`src/rtl/io_bridge_if.sv`:
```
// io_bridge_if: bundles the core memory port, RAM port and UART
// handshakes that io_bridge sits between.
interface io_bridge_if;
  logic        rdy_in;
  logic [31:0] mem_a;
  logic        mem_wr;
  logic [7:0]  mem_dout;
  logic [7:0]  mem_din;
  logic        io_buffer_full;
  logic        ram_we;
  logic [16:0] ram_a;
  logic [7:0]  ram_wdata;
  logic [7:0]  ram_rdata;
  logic [7:0]  tx_data;
  logic        tx_valid;
  logic        tx_ready;
  logic [7:0]  rx_data;
  logic        rx_valid;
  logic        rx_pop;
  logic        program_stop;
  logic        tx_overflow;

  modport master (
    output rdy_in, mem_a, mem_wr, mem_dout,
    output ram_rdata, tx_ready, rx_data, rx_valid,
    input  mem_din, io_buffer_full, ram_we, ram_a,
    input  ram_wdata, tx_data, tx_valid, rx_pop,
    input  program_stop, tx_overflow
  );

  modport slave (
    input  rdy_in, mem_a, mem_wr, mem_dout,
    input  ram_rdata, tx_ready, rx_data, rx_valid,
    output mem_din, io_buffer_full, ram_we, ram_a,
    output ram_wdata, tx_data, tx_valid, rx_pop,
    output program_stop, tx_overflow
  );
endinterface

```
`src/rtl/io_bridge.sv`:
```
// io_bridge: RAM / memory-mapped IO decode, UART TX FIFO, RX latch, cycle counter.
// Optional IO_BRIDGE_CLK_SNAPSHOT_EN makes 0x30004..7 a coherent counter snapshot.
module io_bridge #(
  parameter int TX_DEPTH_LOG = 4,
  parameter int FULL_MARGIN  = 2
) (
  input logic       clk_in,
  input logic       rst_in,
  io_bridge_if.slave bus
);
  localparam int AW    = TX_DEPTH_LOG;
  localparam int DEPTH = 1 << TX_DEPTH_LOG;
  localparam logic [AW:0] DEPTH_C = (AW+1)'(DEPTH);

  typedef enum logic [1:0] {
    SRC_RAM,
    SRC_RX,
    SRC_CNT
  } src_t;

  logic        is_io;
  logic [15:0] off;
  logic        io_wr;
  logic        io_rd;
  logic        rd;
  logic        wr_tx;
  logic        wr_stop;
  logic        push_req;
  logic [7:0]  push_data;
  logic        rd_rx;
  logic        rd_cnt;
  logic        unused_hi;

  assign is_io     = bus.mem_a[17:16] == 2'b11;
  assign off       = bus.mem_a[15:0];
  assign unused_hi = ^bus.mem_a[31:18];
  assign rd        = bus.rdy_in & ~bus.mem_wr;
  assign io_wr     = bus.rdy_in & is_io & bus.mem_wr;
  assign io_rd     = rd & is_io;

  assign bus.ram_a     = bus.mem_a[16:0];
  assign bus.ram_wdata = bus.mem_dout;
  assign bus.ram_we    = bus.rdy_in & bus.mem_wr & ~is_io;

  // A zero byte on the data port is a no-op; the stop port always queues 0x00.
  assign wr_tx     = io_wr & (off == 16'h0) & (bus.mem_dout != 8'h00);
  assign wr_stop   = io_wr & (off == 16'h4);
  assign push_req  = wr_tx | wr_stop;
  assign push_data = wr_stop ? 8'h00 : bus.mem_dout;

  assign rd_rx      = io_rd & (off == 16'h0);
  assign rd_cnt     = io_rd & (off[15:2] == 14'h1);
  assign bus.rx_pop = rd_rx & bus.rx_valid;

  logic [7:0]  fifo [DEPTH];
  logic [AW-1:0] wp;
  logic [AW-1:0] rp;
  logic [AW:0] cnt_q;
  logic [AW:0] free;
  logic        full;
  logic        push_ok;
  logic        pop;
  logic        ibf_q;
  logic        ovf_q;
  logic        stop_q;

  assign full         = cnt_q == DEPTH_C;
  assign free         = DEPTH_C - cnt_q;
  assign push_ok      = push_req & ~full;
  assign bus.tx_valid = cnt_q != '0;
  assign bus.tx_data  = fifo[rp];
  assign pop          = bus.tx_valid & bus.tx_ready;

  always_ff @(posedge clk_in) begin
    if (push_ok) fifo[wp] <= push_data;
  end

  always_ff @(posedge clk_in or posedge rst_in) begin
    if (rst_in) begin
      wp     <= '0;
      rp     <= '0;
      cnt_q  <= '0;
      ibf_q  <= 1'b0;
      ovf_q  <= 1'b0;
      stop_q <= 1'b0;
    end else begin
      if (push_ok) wp <= wp + AW'(1);
      if (pop) rp <= rp + AW'(1);
      cnt_q <= cnt_q + (AW+1)'(push_ok) - (AW+1)'(pop);
      ibf_q <= int'(free) <= FULL_MARGIN;
      if (push_req & full) ovf_q <= 1'b1;
      if (wr_stop) stop_q <= 1'b1;
    end
  end

  assign bus.io_buffer_full = ibf_q;
  assign bus.tx_overflow    = ovf_q;
  assign bus.program_stop   = stop_q;

  logic [31:0] clk_cnt;
  logic [7:0]  cnt_byte;

  always_ff @(posedge clk_in or posedge rst_in) begin
    if (rst_in) clk_cnt <= '0;
    else if (bus.rdy_in) clk_cnt <= clk_cnt + 32'd1;
  end

  function automatic logic [7:0] byte_of(
    input logic [31:0] w,
    input logic [1:0]  i
  );
    case (i)
      2'd0:    return w[7:0];
      2'd1:    return w[15:8];
      2'd2:    return w[23:16];
      default: return w[31:24];
    endcase
  endfunction

`ifdef IO_BRIDGE_CLK_SNAPSHOT_EN
  logic [31:0] snap;

  always_ff @(posedge clk_in or posedge rst_in) begin
    if (rst_in) snap <= '0;
    else if (rd_cnt && off[1:0] == 2'd0) snap <= clk_cnt;
  end

  // Byte 0 comes straight from the counter being copied into snap.
  assign cnt_byte = (off[1:0] == 2'd0) ? clk_cnt[7:0]
                                       : byte_of(snap, off[1:0]);
`else
  assign cnt_byte = byte_of(clk_cnt, off[1:0]);
`endif

  src_t       src_q;
  logic [7:0] rx_q;
  logic [7:0] cb_q;
  logic       rd_live;
  logic [7:0] hold;
  logic [7:0] din;

  always_ff @(posedge clk_in or posedge rst_in) begin
    if (rst_in) begin
      src_q   <= SRC_RAM;
      rx_q    <= '0;
      cb_q    <= '0;
      rd_live <= 1'b0;
      hold    <= '0;
    end else begin
      rd_live <= rd;
      hold    <= din;
      if (rd) begin
        unique case (1'b1)
          ~is_io: src_q <= SRC_RAM;
          rd_rx: begin
            src_q <= SRC_RX;
            rx_q  <= bus.rx_valid ? bus.rx_data : 8'h00;
          end
          rd_cnt: begin
            src_q <= SRC_CNT;
            cb_q  <= cnt_byte;
          end
          default: begin
            src_q <= SRC_RX;
            rx_q  <= 8'h00;
          end
        endcase
      end
    end
  end

  // Outside a read-return cycle the last presented byte is held.
  always_comb begin
    din = hold;
    if (rd_live) begin
      case (src_q)
        SRC_RAM: din = bus.ram_rdata;
        SRC_RX:  din = rx_q;
        SRC_CNT: din = cb_q;
        default: din = hold;
      endcase
    end
  end

  assign bus.mem_din = din;
endmodule

```
`src/flat_wrapper.sv`:
```
// flat-port wrapper written by rule: the top's interface ports become plain ports
module io_bridge_flat 
#(
  parameter int TX_DEPTH_LOG = 4,
  parameter int FULL_MARGIN  = 2
)
  (clk_in, rst_in, bus_rdy_in, bus_mem_a, bus_mem_wr, bus_mem_dout, bus_ram_rdata, bus_tx_ready, bus_rx_data, bus_rx_valid, bus_mem_din, bus_io_buffer_full, bus_ram_we, bus_ram_a, bus_ram_wdata, bus_tx_data, bus_tx_valid, bus_rx_pop, bus_program_stop, bus_tx_overflow);
  io_bridge_if bus_i ();
  input logic clk_in;
  input logic rst_in;
  input wire logic [$bits(bus_i.rdy_in)-1:0] bus_rdy_in;
  input wire logic [$bits(bus_i.mem_a)-1:0] bus_mem_a;
  input wire logic [$bits(bus_i.mem_wr)-1:0] bus_mem_wr;
  input wire logic [$bits(bus_i.mem_dout)-1:0] bus_mem_dout;
  input wire logic [$bits(bus_i.ram_rdata)-1:0] bus_ram_rdata;
  input wire logic [$bits(bus_i.tx_ready)-1:0] bus_tx_ready;
  input wire logic [$bits(bus_i.rx_data)-1:0] bus_rx_data;
  input wire logic [$bits(bus_i.rx_valid)-1:0] bus_rx_valid;
  output wire logic [$bits(bus_i.mem_din)-1:0] bus_mem_din;
  output wire logic [$bits(bus_i.io_buffer_full)-1:0] bus_io_buffer_full;
  output wire logic [$bits(bus_i.ram_we)-1:0] bus_ram_we;
  output wire logic [$bits(bus_i.ram_a)-1:0] bus_ram_a;
  output wire logic [$bits(bus_i.ram_wdata)-1:0] bus_ram_wdata;
  output wire logic [$bits(bus_i.tx_data)-1:0] bus_tx_data;
  output wire logic [$bits(bus_i.tx_valid)-1:0] bus_tx_valid;
  output wire logic [$bits(bus_i.rx_pop)-1:0] bus_rx_pop;
  output wire logic [$bits(bus_i.program_stop)-1:0] bus_program_stop;
  output wire logic [$bits(bus_i.tx_overflow)-1:0] bus_tx_overflow;
  assign bus_i.rdy_in = bus_rdy_in;
  assign bus_i.mem_a = bus_mem_a;
  assign bus_i.mem_wr = bus_mem_wr;
  assign bus_i.mem_dout = bus_mem_dout;
  assign bus_i.ram_rdata = bus_ram_rdata;
  assign bus_i.tx_ready = bus_tx_ready;
  assign bus_i.rx_data = bus_rx_data;
  assign bus_i.rx_valid = bus_rx_valid;
  assign bus_mem_din = bus_i.mem_din;
  assign bus_io_buffer_full = bus_i.io_buffer_full;
  assign bus_ram_we = bus_i.ram_we;
  assign bus_ram_a = bus_i.ram_a;
  assign bus_ram_wdata = bus_i.ram_wdata;
  assign bus_tx_data = bus_i.tx_data;
  assign bus_tx_valid = bus_i.tx_valid;
  assign bus_rx_pop = bus_i.rx_pop;
  assign bus_program_stop = bus_i.program_stop;
  assign bus_tx_overflow = bus_i.tx_overflow;
  io_bridge #(.TX_DEPTH_LOG(TX_DEPTH_LOG), .FULL_MARGIN(FULL_MARGIN)) u_core (.clk_in(clk_in), .rst_in(rst_in), .bus(bus_i));
endmodule
```
`config.mk`:
```
export PLATFORM = sky130hd
export DESIGN_NAME = io_bridge_flat
export DESIGN_NICKNAME = d
export VERILOG_FILES = /design/src/rtl/io_bridge_if.sv /design/src/rtl/io_bridge.sv /design/src/flat_wrapper.sv
export SDC_FILE = /design/constraint.sdc
export NUM_CORES = 1
export LEC_CHECK = 0
export ABC_AREA = 1
export CORE_MARGIN = 1.5
export CORE_UTILIZATION = 30
export CTS_CLUSTER_SIZE = 16
export DETAILED_ROUTE_END_ITERATION = 10
export PLACE_DENSITY_LB_ADDON = 0.3
export RECOVER_POWER = 100
export REMOVE_ABC_BUFFERS = 1
export SLEW_MARGIN = 25
export SYNTH_ARGS = -nofsm -noshare
export SYNTH_HDL_FRONTEND = slang
export SYNTH_SLANG_ARGS = --single-unit
```
`constraint.sdc`:
```
create_clock -name clk_in -period 3.13 [get_ports clk_in]
set_input_delay 0.313 -clock clk_in [delete_from_list [all_inputs] [get_ports clk_in]]
set_output_delay 0.313 -clock clk_in [all_outputs]
set_load 0.01 [all_outputs]
```
Yosys cells after proc, flatten, opt, wreduce, memory -nomap -nowiden

Memories as Yosys holds them, arrays and structs flattened.
Cells that the tools add are included.

$add $sub $neg: 6
Order comparisons: 1
Equality and inequality tests: 8
Mux-type cells: 9
Bitwise logic cells: 20
Reductions and logical operators: 8

Operators with widths:

| kind                    | count |
|---|---|
| $pmux W8 S3             | 2 |
| $add A32 B1 Y32 const B | 1 |
| $mux W8                 | 3 |
| $eq A16 B3 Y1 const B   | 1 |
| $logic_not A16 Y1       | 1 |
| $pmux W8 S2             | 1 |
| $and A1 B1 Y1           | 15 |
| $eq A14 B1 Y1 const B   | 1 |
| $add A4 B1 Y4 const B   | 2 |
| $reduce_bool A8 Y1      | 1 |
| $eq A2 B2 Y1 const B    | 3 |
| $add A5 B1 Y5           | 1 |
| $eq A5 B5 Y1 const B    | 1 |
| $le A5 B2 Y1 const B    | 1 |
| $reduce_bool A5 Y1      | 1 |
| $sub A5 B1 Y5           | 1 |
| $sub A5 B5 Y5 const A   | 1 |
| $eq A2 B1 Y1 const B    | 2 |
| $logic_not A2 Y1        | 2 |
| $not A1 Y1              | 4 |
| $pmux W2 S2             | 1 |
| $reduce_and A2 Y1       | 2 |
| $mux W1                 | 2 |
| $reduce_or A2 Y1        | 1 |
| $or A1 B1 Y1            | 1 |

Flip-flop bits (word level): 75
RAM bits: 128
Input bits: 62
Output and inout bits: 47
Logic and storage cells: 65
Memories: 1

Memories:

| name        | depth | width | rd ports | clocked after memory_dff | write ports | RTL line        | source |
|---|---|---|---|---|---|---|---|
| u_core.fifo | 16    | 8     | 1        | 0                        | 1           | io_bridge.sv:55 | `logic [7:0] fifo [DEPTH];` |

Logic depth before layout (Yosys ltp)

Word-level depth: 9
Mapped depth: 16
Mapped depth without buffers: 16

Worst setup path after synthesis

Ideal clock, no wire load.

Path kind: reg2reg
Start: reg u_core.cnt_q[1]
End: reg u_core.cnt_q[4]
Setup time: 0.128 ns
Arrival time: 2.457 ns
Required time: 3.002 ns
Setup slack: 0.546 ns
Cell stages (with the launch flop): 17
Buffers on the path: 0
Clock period less this slack: 2.584 ns
Cells stage by stage: dfrtp_1 > inv_1 > ha_1 > nand2_1 > inv_1 > ha_1 > inv_1 > nand2_1 > inv_1 > ha_1 > inv_1 > ha_1 > inv_1 > fa_1 > o21ai_0 > a21oi_1 > xor2_1

Elaborated cells between the ends (all ways): 7
Those cells by class: add/sub: 2; eq/ne: 1; bitwise: 3; reduce/logical: 1

RTL lines:

| element                  | RTL line           | source |
|---|---|---|
| start: declaration       | io_bridge.sv:58    | `logic [AW:0] cnt_q;` |
| start signal: assignment | io_bridge.sv:89    | `cnt_q <= cnt_q + (AW+1)'(push_ok) - (AW+1)'(pop);` |
| $reduce_bool A5 Y1       | io_bridge.sv:70    | `assign bus.tx_valid = cnt_q != '0;` |
| net bus_tx_valid         | flat_wrapper.sv:25 | `output wire logic [$bits(bus_i.tx_valid)-1:0] bus_tx_valid;` |
| $and A1 B1 Y1            | io_bridge.sv:72    | `assign pop = bus.tx_valid & bus.tx_ready;` |
| net u_core.pop           | io_bridge.sv:62    | `logic pop;` |
| $sub A5 B1 Y5            | io_bridge.sv:89    |  |

The timed path passes the listed nets, and every way through them passes these cells.
A chain may end at the register's enable or synchronous reset.

Worst setup path in the final report

Start: reg u_core.rp[0]
End: out bus_tx_data[4]

Word-level cells in the longest chain between the ends: 1

Ends and longest elaborated chain:

| element                  | RTL line           | source |
|---|---|---|
| start: declaration       | io_bridge.sv:57    | `logic [AW-1:0] rp;` |
| start signal: assignment | io_bridge.sv:88    | `if (pop) rp <= rp + AW'(1);` |
| $mem_v2 Z16 W8           | --                 |  |
| end: declaration         | flat_wrapper.sv:24 | `output wire logic [$bits(bus_i.tx_data)-1:0] bus_tx_data;` |

Every way passes these cells.

==> flow_summary.rst <==
.. list-table::
   :header-rows: 1

   * - Metric
     - Value
   * - Largest voltage drop on the vdd net
     - 0.330 mV
   * - Pwr per Cell Area
     - 686 mW/mm^2
   * - Vias per Instance
     - 4.63
   * - Number of synthesized flops with an enable pin
     - 128
   * - Filler instances
     - 3269
   * - Number of warning messages in the yosys log
     - 0
   * - Iteration-0 DRC count of the detailed router
     - 481
   * - Clock network latency to the later pin of the worst-skew pair
     - 0.51 ns
   * - Share of final-layout standard cells stronger than drive strength 1
     - 4.75%
   * - Final weighted congestion in routability-driven placement
     - 0.835
   * - Start point of the worst hold path
     - bus_rx_data[6]
   * - Fraction of registers with async set or reset after synthesis
     - 36.9%
   * - Sort of element at the end of the critical path
     - primary output
   * - Origin of the critical flop-to-flop path
     - u_core.cnt_q[1]$_DFF_PP0_
   * - Initial antenna violation count
     - 0
   * - Most instantiated library cell after synthesis
     - sky130_fd_sc_hd__nand2_1
   * - Distinct cell type count after synthesis
     - 39
   * - Area Growth Syn to Fin
     - 19.1%
   * - Post-Syn Area
     - 0.00974 sq mm
   * - Final worst slack
     - 0.173 ns
   * - Worst path arrival time
     - 2.64 ns
   * - Pre-CTS setup slack
     - 0.179 ns
   * - Cell type with the highest aggregate area in the netlist
     - sky130_fd_sc_hd__edfxtp_1
   * - Launch point of the worst path
     - u_core.rp[0]$_DFFE_PP0P_
   * - Net total in the final layout
     - 1158
   * - Root cell of the clock tree
     - sky130_fd_sc_hd__clkbuf_16
   * - HPWL reported at the end of detailed placement
     - 15500 um
   * - Number of rows created at floorplan
     - 65
   * - Met1 Track Usage GR
     - 18.1%
   * - Final antenna diode count
     - 0
   * - Die Wd
     - 183 um
   * - Max Freq
     - 338 MHz
   * - Average wire length per cell after detail routing
     - 15.2 um
   * - Quantity of gates resized following cts
     - 0
   * - Layer with the highest usage
     - met2
   * - Number of hold buffers added after cts
     - 0
   * - First-pass iteration count of the detailed router
     - 6
   * - Buffers inserted by post-CTS timing repair
     - 0
   * - Largest net degree at the start of global routing
     - 53
   * - Largest fanout on the critical path
     - 49
   * - Met2 track demand over resource
     - 23.2%
   * - Placeable core area
     - 0.0317 sq mm
   * - Met3 track utilization from global routing
     - 3.10%
   * - Total routed wirelength
     - 22700 um
   * - Chip Height
     - 183 um
   * - Sequential cell area fraction in the yosys report
     - 58.8%
   * - Top-level port count
     - 109
   * - Number of buffers on the longest clock path
     - 3
   * - Gate count of the mapped netlist
     - 986
   * - Launching element type of the critical path
     - register
   * - Crit path kind
     - reg2out
   * - Synth cell count leaders
     - sky130_fd_sc_hd__nand2_1 (203), sky130_fd_sc_hd__inv_1 (133), sky130_fd_sc_hd__edfxtp_1 (128)
   * - Number of synthesized register bits
     - 203
   * - Actual transition at the worst max-transition pin
     - 1.99 ns
   * - Area post-placement
     - 0.0111 sq mm
   * - Global-route wire length before repair
     - 36600 um
   * - Violated checks
     - max-capacitance violations, max-slew violations
   * - Via total after detailed routing
     - 6930
   * - Unrepaired setup endpoints after global routing
     - false
   * - Worst Path Required
     - 2.82 ns
   * - MaxCap Viol Count
     - 1
   * - Cell types occupying the most area after synthesis
     - sky130_fd_sc_hd__edfxtp_1 (39%), sky130_fd_sc_hd__dfrtp_1 (19%), sky130_fd_sc_hd__nand2_1 (7.8%), sky130_fd_sc_hd__inv_1 (5.1%), sky130_fd_sc_hd__nand3_1 (4.0%)
   * - Total of buffers placed on input and output ports
     - 94
   * - Final Hold Violating Endpoints
     - 0
   * - Antenna viol nets, final
     - 0
   * - Outcome
     - complete, but fails checks
   * - Hold crit path type
     - in2reg
   * - Area of the die
     - 0.0335 sq mm
   * - Leftover overflow at the end of global routing
     - 0
   * - Number of global-route vias before repair
     - 6939
   * - Ratio of final minimum period to clock period
     - 94.5%
   * - Residual DRC count
     - 0
   * - Leading register cell type out of synthesis
     - sky130_fd_sc_hd__edfxtp_1
   * - Final worst clock skew
     - 0.0192 ns
   * - Final TNS setup
     - 0 ns
   * - TritonCTS Sinks
     - 203
   * - Total routing resource utilization after global routing
     - 13.8%
   * - Starting density of the core
     - 30.7%
   * - Static power due to leakage
     - 4.85 nW
   * - TritonCTS clock tree
     - yes
   * - Slew margin rel.
     - -33.1%
   * - H-tree levels
     - 1
   * - Min Clock Period, post-route
     - 2.96 ns
   * - Max-slew violations
     - 53
   * - Number of buffers inserted during clock tree synthesis
     - 23
   * - Area share of the leading cell type in the synthesized netlist
     - 39.5%
   * - Worst hold slack
     - 0.337 ns
   * - Post-route standard cell area excluding fillers
     - 0.0116 sq mm
   * - Post-Synthesis Mean Instance Area
     - 9.88 sq um
   * - Clock transition at path regs
     - 0.06 ns
   * - Final setup violation count
     - 0
flip-flops by register name, summed over array words and instances (netlist names):
| register | flops |
|---|---|
| u_core.fifo | 128 |
| u_core.rd_live | 1 |
| u_core.bus.program_stop | 1 |
| u_core.bus.io_buffer_full | 1 |
| u_core.clk_cnt | 32 |
| u_core.src_q | 2 |
| u_core.bus.tx_overflow | 1 |
| u_core.rx_q | 8 |
| u_core.cnt_q | 5 |
| u_core.wp | 4 |
| u_core.hold | 8 |
| u_core.cb_q | 8 |
| u_core.rp | 4 |
power by group:
part           switching, mW  total [mW]  internal, mW
logic                   1.31        2.25         0.939
registers              0.243        3.24          2.99
clock network           1.03        2.47          1.43
cells by family (layout without fill, tap and decap cells):
kind of cell | Yosys count | after routing | synth area share [%]
and+or+nand+nor | 398 | 398 | 18.6
DFF | 203 | 203 | 58.8
buffers and inverters | 195 | 303 | 8.84
AOI/OAI and AO/OA | 139 | 139 | 8.37
xor gates and xnor gates | 33 | 33 | 3.05
adders and majority gates | 18 | 18 | 2.39
layer usage:
metal	wire length, um	vias up	part of all wire (%)
met5	0	-	0
met4	402	0	1.8
met3	1430	29	6.3
met2	10700	176	47
met1	10200	3282	45
li1	-	3443	-
critical path: stages, from the launching register on:
cell and delay [ns]:
sky130_fd_sc_hd__dfrtp_4 0.69, sky130_fd_sc_hd__buf_12 0.27, sky130_fd_sc_hd__a21oi_1 0.14, sky130_fd_sc_hd__o21ai_0 0.09
sky130_fd_sc_hd__nand3_1 0.07, sky130_fd_sc_hd__nand3_1 0.11, sky130_fd_sc_hd__nand2_1 0.12, sky130_fd_sc_hd__dlygate4sd3_1 0.61
cell type report:
type	count	area, sq um	share of cell area [%]
multi-input cells	588	3060	26.4
clock buffers	33	613	5.29
repair buffers	122	1110	9.54
well taps	402	503	4.34
inverters	140	528	4.55
clock inverters	8	58.8	0.507
flip-flops and latches	203	5730	49.4
through the flow:
step                      instances  util [%]  total power [mW]
after global routing           1496      36.6              8.44
after CTS                      1496      37.1              8.08
after detailed placement       1455      35.0              5.60
after global placement         1455      35.0              5.55
final                          1496      36.6              7.95
after floorplan                 931         -              4.56
layout by cell type, fill, tap and decap left out, types with 5 or more instances in the layout:
cell,instances
sky130_fd_sc_hd__nand2_1,205
sky130_fd_sc_hd__inv_1,133
sky130_fd_sc_hd__edfxtp_1,128
sky130_fd_sc_hd__nand3_1,82
sky130_fd_sc_hd__nor2_1,76
sky130_fd_sc_hd__dfrtp_1,73
sky130_fd_sc_hd__clkdlybuf4s50_1,52
sky130_fd_sc_hd__o21ai_0,49
sky130_fd_sc_hd__dlygate4sd3_1,42
sky130_fd_sc_hd__a21oi_1,39
sky130_fd_sc_hd__o211ai_1,33
sky130_fd_sc_hd__clkbuf_1,32
sky130_fd_sc_hd__clkbuf_16,23
sky130_fd_sc_hd__xor2_1,22
sky130_fd_sc_hd__ha_1,17
sky130_fd_sc_hd__nand4_1,11
sky130_fd_sc_hd__a31oi_1,11
sky130_fd_sc_hd__xnor2_1,10
sky130_fd_sc_hd__clkinv_1,8
sky130_fd_sc_hd__nor3_1,8
sky130_fd_sc_hd__nand2_4,6
sky130_fd_sc_hd__o2111ai_1,5
worst paths after layout:
path / endpoint / slack [ns] / cells after the start
min: u_core.rx_q[6]$_DFFE_PP0P_ / 0.34 / 3
max in group asynchronous: u_core.clk_cnt[17]$_DFFE_PP0P_ / 0.73 / 3
min in group asynchronous: u_core.rx_q[2]$_DFFE_PP0P_ / 0.90 / 2
min reg2reg: u_core.bus.program_stop$_DFFE_PP0P_ / 0.46 / 2
max reg2reg: u_core.cnt_q[4]$_DFF_PP0_ / 0.36 / 16
max: bus_tx_data[4] / 0.17 / 7
(Power assumes the default switching activity.)
